## config.mk

```make
export PLATFORM = sky130hd
export DESIGN_NAME = fsqrt_arbiter
export DESIGN_NICKNAME = d
export VERILOG_FILES = /design/src/rtl/fsqrt_arbiter.sv
export SDC_FILE = /design/constraint.sdc
export NUM_CORES = 1
export LEC_CHECK = 0
export BUFFER_PORTS_ARGS = -buffer_cell sky130_fd_sc_hd__buf_2
export CAP_MARGIN = 25
export CORE_MARGIN = 1
export CORE_UTILIZATION = 45
export CTS_CLUSTER_DIAMETER = 40
export CTS_CLUSTER_SIZE = 28
export DETAILED_ROUTE_END_ITERATION = 16
export GPL_TIMING_DRIVEN = 0
export MAX_ROUTING_LAYER = met4
export PLACE_DENSITY = 0.7
export SYNTH_ARGS = -nofsm -noshare
export SYNTH_HDL_FRONTEND = slang
export SYNTH_SLANG_ARGS = --single-unit
```

## constraint.sdc

```tcl
create_clock -name clk -period 4.1 [get_ports clk]
set_input_delay 0.615 -clock clk [delete_from_list [all_inputs] [get_ports clk]]
set_output_delay 0.615 -clock clk [all_outputs]
set_load 0.05 [all_outputs]
```

## src/rtl/fsqrt_arbiter.sv

```systemverilog
// Round-robin arbiter sharing one fixed-latency fsqrt core; results are tagged and returned via a credit-protected FIFO.
// Optional statistics counters are enabled with `define FSQRT_ARB_STATS_EN.
module fsqrt_arbiter #(
    parameter int NREQ  = 4,
    parameter int WIDTH = 12,
    parameter int LAT   = 1,
    parameter int DEPTH = 4,
    parameter int IDW   = $clog2(NREQ)
) (
    input  logic                  clk,
    input  logic                  rst_n,
    input  logic [NREQ-1:0]       req_valid,
    input  logic [NREQ*WIDTH-1:0] req_data,
    output logic [NREQ-1:0]       req_ready,
    output logic [WIDTH-1:0]      core_x,
    input  logic [WIDTH-1:0]      core_r,
    output logic                  resp_valid,
    output logic [IDW-1:0]        resp_id,
    output logic [WIDTH-1:0]      resp_data,
    input  logic                  resp_ready,
    output logic                  busy
`ifdef FSQRT_ARB_STATS_EN
    ,
    output logic [15:0]           stall_cnt,
    output logic [15:0]           ops_cnt
`endif
);

    localparam int          CW = $clog2(DEPTH + LAT + 2);
    localparam int          PW = $clog2(DEPTH);
    localparam int unsigned NR = NREQ;
    localparam int unsigned NL = LAT;

    logic [IDW-1:0]       ptr;
    logic                 issue_v;
    logic [IDW-1:0]       issue_id;
    logic [LAT-1:0]       tag_v;
    logic [IDW-1:0]       tag_id [LAT];
    logic [IDW+WIDTH-1:0] mem [DEPTH];
    logic [PW-1:0]        wr_ptr, rd_ptr;
    logic [CW-1:0]        fifo_count, inflight;
    logic                 credit_ok, found, accept, push, pop;
    logic [IDW-1:0]       win_id;
    logic [WIDTH-1:0]     win_data;
    int unsigned          cand;

    function automatic logic [PW-1:0] ptr_next(input logic [PW-1:0] p);
        return (p == PW'(DEPTH - 1)) ? '0 : p + 1'b1;
    endfunction

    always_comb begin
        inflight = CW'(issue_v);
        for (int unsigned i = 0; i < NL; i++) begin
            inflight = inflight + CW'(tag_v[i]);
        end
    end

    // Registered occupancy only: a pop in this cycle frees its slot next cycle.
    assign credit_ok = (fifo_count + inflight) < CW'(DEPTH);

    always_comb begin
        found  = 1'b0;
        win_id = '0;
        cand   = 0;
        for (int unsigned k = 1; k <= NR; k++) begin
            cand = 32'(ptr) + k;
            if (cand >= NR) begin
                cand = cand - NR;
            end
            if (!found && req_valid[IDW'(cand)]) begin
                found  = 1'b1;
                win_id = IDW'(cand);
            end
        end
    end

    always_comb begin
        win_data = '0;
        for (int unsigned i = 0; i < NR; i++) begin
            if (IDW'(i) == win_id) begin
                win_data = req_data[i*WIDTH +: WIDTH];
            end
        end
    end

    always_comb begin
        req_ready = '0;
        if (rst_n && found && credit_ok) begin
            req_ready[win_id] = 1'b1;
        end
    end

    assign accept     = |req_ready;
    assign push       = tag_v[LAT-1];
    assign resp_valid = (fifo_count != '0);
    assign pop        = resp_valid & resp_ready;
    assign {resp_id, resp_data} = mem[rd_ptr];
    assign busy       = issue_v | (|tag_v) | resp_valid;

    always_ff @(posedge clk) begin
        if (!rst_n) begin
            ptr        <= IDW'(NREQ - 1);
            issue_v    <= 1'b0;
            issue_id   <= '0;
            core_x     <= '0;
            tag_v      <= '0;
            wr_ptr     <= '0;
            rd_ptr     <= '0;
            fifo_count <= '0;
        end else begin
            issue_v <= accept;
            if (accept) begin
                ptr      <= win_id;
                issue_id <= win_id;
                core_x   <= win_data;
            end
            tag_v[0] <= issue_v;
            for (int unsigned i = 1; i < NL; i++) begin
                tag_v[i] <= tag_v[i-1];
            end
            if (push) wr_ptr <= ptr_next(wr_ptr);
            if (pop)  rd_ptr <= ptr_next(rd_ptr);
            if (push && !pop)      fifo_count <= fifo_count + 1'b1;
            else if (!push && pop) fifo_count <= fifo_count - 1'b1;
        end
    end

    // Tag ids and FIFO payload need no reset; the valid bits and count qualify them.
    always_ff @(posedge clk) begin
        tag_id[0] <= issue_id;
        for (int unsigned i = 1; i < NL; i++) begin
            tag_id[i] <= tag_id[i-1];
        end
        if (rst_n && push) begin
            mem[wr_ptr] <= {tag_id[LAT-1], core_r};
        end
    end

    assert property (@(posedge clk) disable iff (!rst_n) push |-> (fifo_count < CW'(DEPTH)));

`ifdef FSQRT_ARB_STATS_EN
    always_ff @(posedge clk) begin
        if (!rst_n) begin
            stall_cnt <= '0;
            ops_cnt   <= '0;
        end else begin
            if ((|req_valid) && !accept && (stall_cnt != '1)) begin
                stall_cnt <= stall_cnt + 1'b1;
            end
            if (accept) begin
                ops_cnt <= ops_cnt + 1'b1;
            end
        end
    end
`endif

endmodule

```

==> results.md <==
* Max Cap Viol at 0
* Critical R2R Capture: fifo_count[2]$_SDFFE_PN0P_
* Clock-pin slew on the worst setup and hold paths at 80 ps
* Seq cells post-synth at 85
* Worst-case reg-to-reg path depth at 8
* Remaining Overflow, GRT at 0
* Origin of the critical flop-to-flop path: fifo_count[0]$_SDFFE_PN0P_
* Initial antenna violation count at 0
* RSZ-0062 raised after global routing: no
* Final Hold Fails at 0
* WP data required at around 3500 ps
* Die area at around 0.0083 mm2
* Hold-fix buffers, CTS at 0
* Worst Skew at around 8 ps
* Worst-path maximum fanout at 10
* WL final at about 7000 um
* CTS H-tree depth at 3
* Drt drc at 0
* Die Wd at 91.3 um
* CTS buffer count at 9
* Layout cells sized above 1 at 41.0%
* Fin. max-slew vios at 0
* Crit-path slowest cell: dfxtp_1
* WP data arrival at around 2400 ps
* Top-area cell type share of the netlist area at ~47%
* Sink Count at 85
* Sequential area share after synthesis at between 60% and 70%
* Final worst slack at between 1000 and 1500 ps
* DR vias/cell at 5.19
* EDFF count, synth at between 50 and 60
* Async set-reset flop share out of synthesis at 0%
* Pwr/cell area at 638 mW/mm2
* Most frequent cell after synthesis: edfxtp_1
* Die height at 91.3 um
* Crit-path max cell delay at between 400 and 500 ps
* Slew @ Worst Pin at between 700 and 800 ps
* DR WL/cell at approximately 16 um
* Status: finished, final reports clean
* First-pass detailed-route iteration total at 6
* Final setup TNS at 0 ps
* Row count at 32
* Post-DRT Antenna Nets at 0
* Syn avg cell area at 15.3 um2
* Post-DP Area at around 0.0042 mm2
* Post-CTS Setup Inserts at 0
* Crit-path cells: ha_1 -> a21oi_1 -> o311a_1 -> nand2_2 -> buf_6 -> a31oi_1 -> and2_1 -> buf_2
* Cells after synthesis at 235
* Final setup vio count at 0
* Leakage at ~1.8 nW
* Largest cells by area after synthesis: edfxtp_1 (47%), dfxtp_1 (16%), mux4_2 (8.8%)
* Tcrit/Tclk final at around 73%
* Total global routing track utilization at 18.4%
* Hold Worst Slack at about 360 ps
* Launch point of the critical path: fifo_count[0]$_SDFFE_PN0P_
* Top Ports at 99
* Main synth FF type: edfxtp_1
* Register area at ~0.0023 mm2
* Clock root cell: clkbuf_8
* Port bufs at 98
* N_diodes at 0
* Leading area contributor after synthesis: edfxtp_1
* Layout area overhead at 21.9%
* Placer Congestion at 0.780
* Syn Nets at 310
* Yosys warns at 0
* Post_cts resized at 0
* Reg2reg setup slack at about 1800 ps
* Final Power at between 0.002 and 0.003 W
* Largest net degree at the start of global routing at 15
* Setup crit start kind: flop
* Synthesized cell area at roughly 0.0036 mm2
* Final Cell Area at roughly 0.0044 mm2
* Tmin final at 2980 ps
* Max-Slew Margin vs Limit at between 40% and 50%
* DP HPWL at 4950 um
* Critical path class: reg -> out
* Core Area at roughly 0.0077 mm2
* CTS tree: built
* Number of global-route vias before repair at approximately 2,300
* Number of fill cells at 638
* Critical Path Sink: req_ready[3]
* Hold Path Class: reg -> reg
* Vias at between 2,000 and 2,500
* Initial cell density of the core at approximately 46%
* Clk buf depth at 2
* Setup WS pre-CTS at about 1300 ps
* Synth cell types at 39
* Area of the multi-input gates at ~0.0012 mm2
* First-pass GRT wire length at 11,200 um
* Post-layout net count at 419
* Most common library cells after synthesis: edfxtp_1 (56), dfxtp_1 (29), mux2i_1 (27)
* Peak Freq at about 0.34 GHz
* Crit. End Element: output pin
* Latest clock arrival within the worst-skew pair at between 300 and 400 ps
* First DRT Iteration DRCs at between 70 and 80
* Worst-case vdd ir drop at 0.000265 V
[power breakdown]
part | total, W | internal, W | switching, W
Combinational | 0.00116 | 0.000390 | 0.000773
Clock | 0.000509 | 0.000218 | 0.000291
Sequential | 0.00112 | 0.00104 | 0.0000788
[layer usage]
metal | global-route usage, % | share of wire (%) | up-vias
li1 | - | - | 1128
met1 | 22.6 | 44 | 1109
met2 | 30.0 | 50 | 92
met3 | 4.19 | 5.3 | 11
met4 | 6.75 | 1.4 | 0
met5 | - | 0 | -
[state kept, by name, indices dropped and copies added, names as in the netlist, named ones only]
signal	count
mem	56
core_x	12
fifo_count	3
issue_id	2
ptr	2
rd_ptr	2
tag_id	2
wr_ptr	2
issue_v	1
push	1
[worst max-delay path, delay by kind of cell, from the launching register on]
family	cells	cell delay, ps
adders and majority gates	1	260
buffers and inverters	2	410
DFF	1	420
and+or+nand+nor	2	260
AOI/OAI and AO/OA	3	660
[placed cells by master, fill, tap and decap left out, types with 2 or more instances in the layout]
| cell | n |
|---|---|
| mux2i_1 | 27 |
| a31oi_1 | 2 |
| dfxtp_1 | 29 |
| and3_1 | 4 |
| nand3_1 | 14 |
| mux4_2 | 14 |
| o21ai_0 | 3 |
| and2_1 | 3 |
| clkinv_1 | 2 |
| ha_1 | 7 |
| buf_2 | 101 |
| clkbuf_8 | 9 |
| nand2b_1 | 2 |
| clkbuf_1 | 4 |
| nor2_1 | 10 |
| nand2_1 | 4 |
| o221ai_1 | 10 |
| xor2_1 | 2 |
| a21oi_1 | 6 |
| nor3_1 | 3 |
| clkinvlp_4 | 3 |
| o221ai_2 | 2 |
| or3_1 | 3 |
| edfxtp_1 | 56 |
| buf_6 | 6 |
| inv_1 | 6 |
[area by class of cell]
type                       count  share of cell area [%]
multi-input combinational    129                    27.4
timing repair buffer          98                    11.2
sequential                    85                    51.7
inverter                       8                   0.686
buffer                        13                    2.32
tap                          102                    2.92
clock inverter                 6                   0.915
clock buffer                  10                    2.92
[logic make-up (layout without fill, tap and decap cells)]
group / count (synthesis) / after routing / synth area share (%)
flops: 85 / 85 / 63.0
fa+ha+maj: 8 / 8 / 3.00
xor+xnor: 2 / 2 / 0.488
compound gates: 29 / 29 / 6.17
mux: 41 / 41 / 16.3
buf+inv: 21 / 135 / 3.66
simple gates: 49 / 49 / 7.39
[how the worst min path moves through the flow]
stage / end / start / depth (start not counted)
after floorplan: tag_id[0][1]$_DFF_P_ / issue_id[1]$_SDFFE_PN0P_ / 0
after global placement: tag_id[0][1]$_DFF_P_ / issue_id[1]$_SDFFE_PN0P_ / 0
after detailed placement: tag_id[0][0]$_DFF_P_ / issue_id[0]$_SDFFE_PN0P_ / 0
after CTS: tag_id[0][0]$_DFF_P_ / issue_id[0]$_SDFFE_PN0P_ / 0
after global routing: tag_id[0][1]$_DFF_P_ / issue_id[1]$_SDFFE_PN0P_ / 0
final: tag_id[0][1]$_DFF_P_ / issue_id[1]$_SDFFE_PN0P_ / 0
[through the flow]
step | util, % | cells
after floorplan | - | 235
after global placement | 54.5 | 435
after detailed placement | 54.5 | 435
after CTS | 56.6 | 451
after global routing | 56.6 | 451
final | 56.6 | 451
Power figures use the tool's default switching activity.
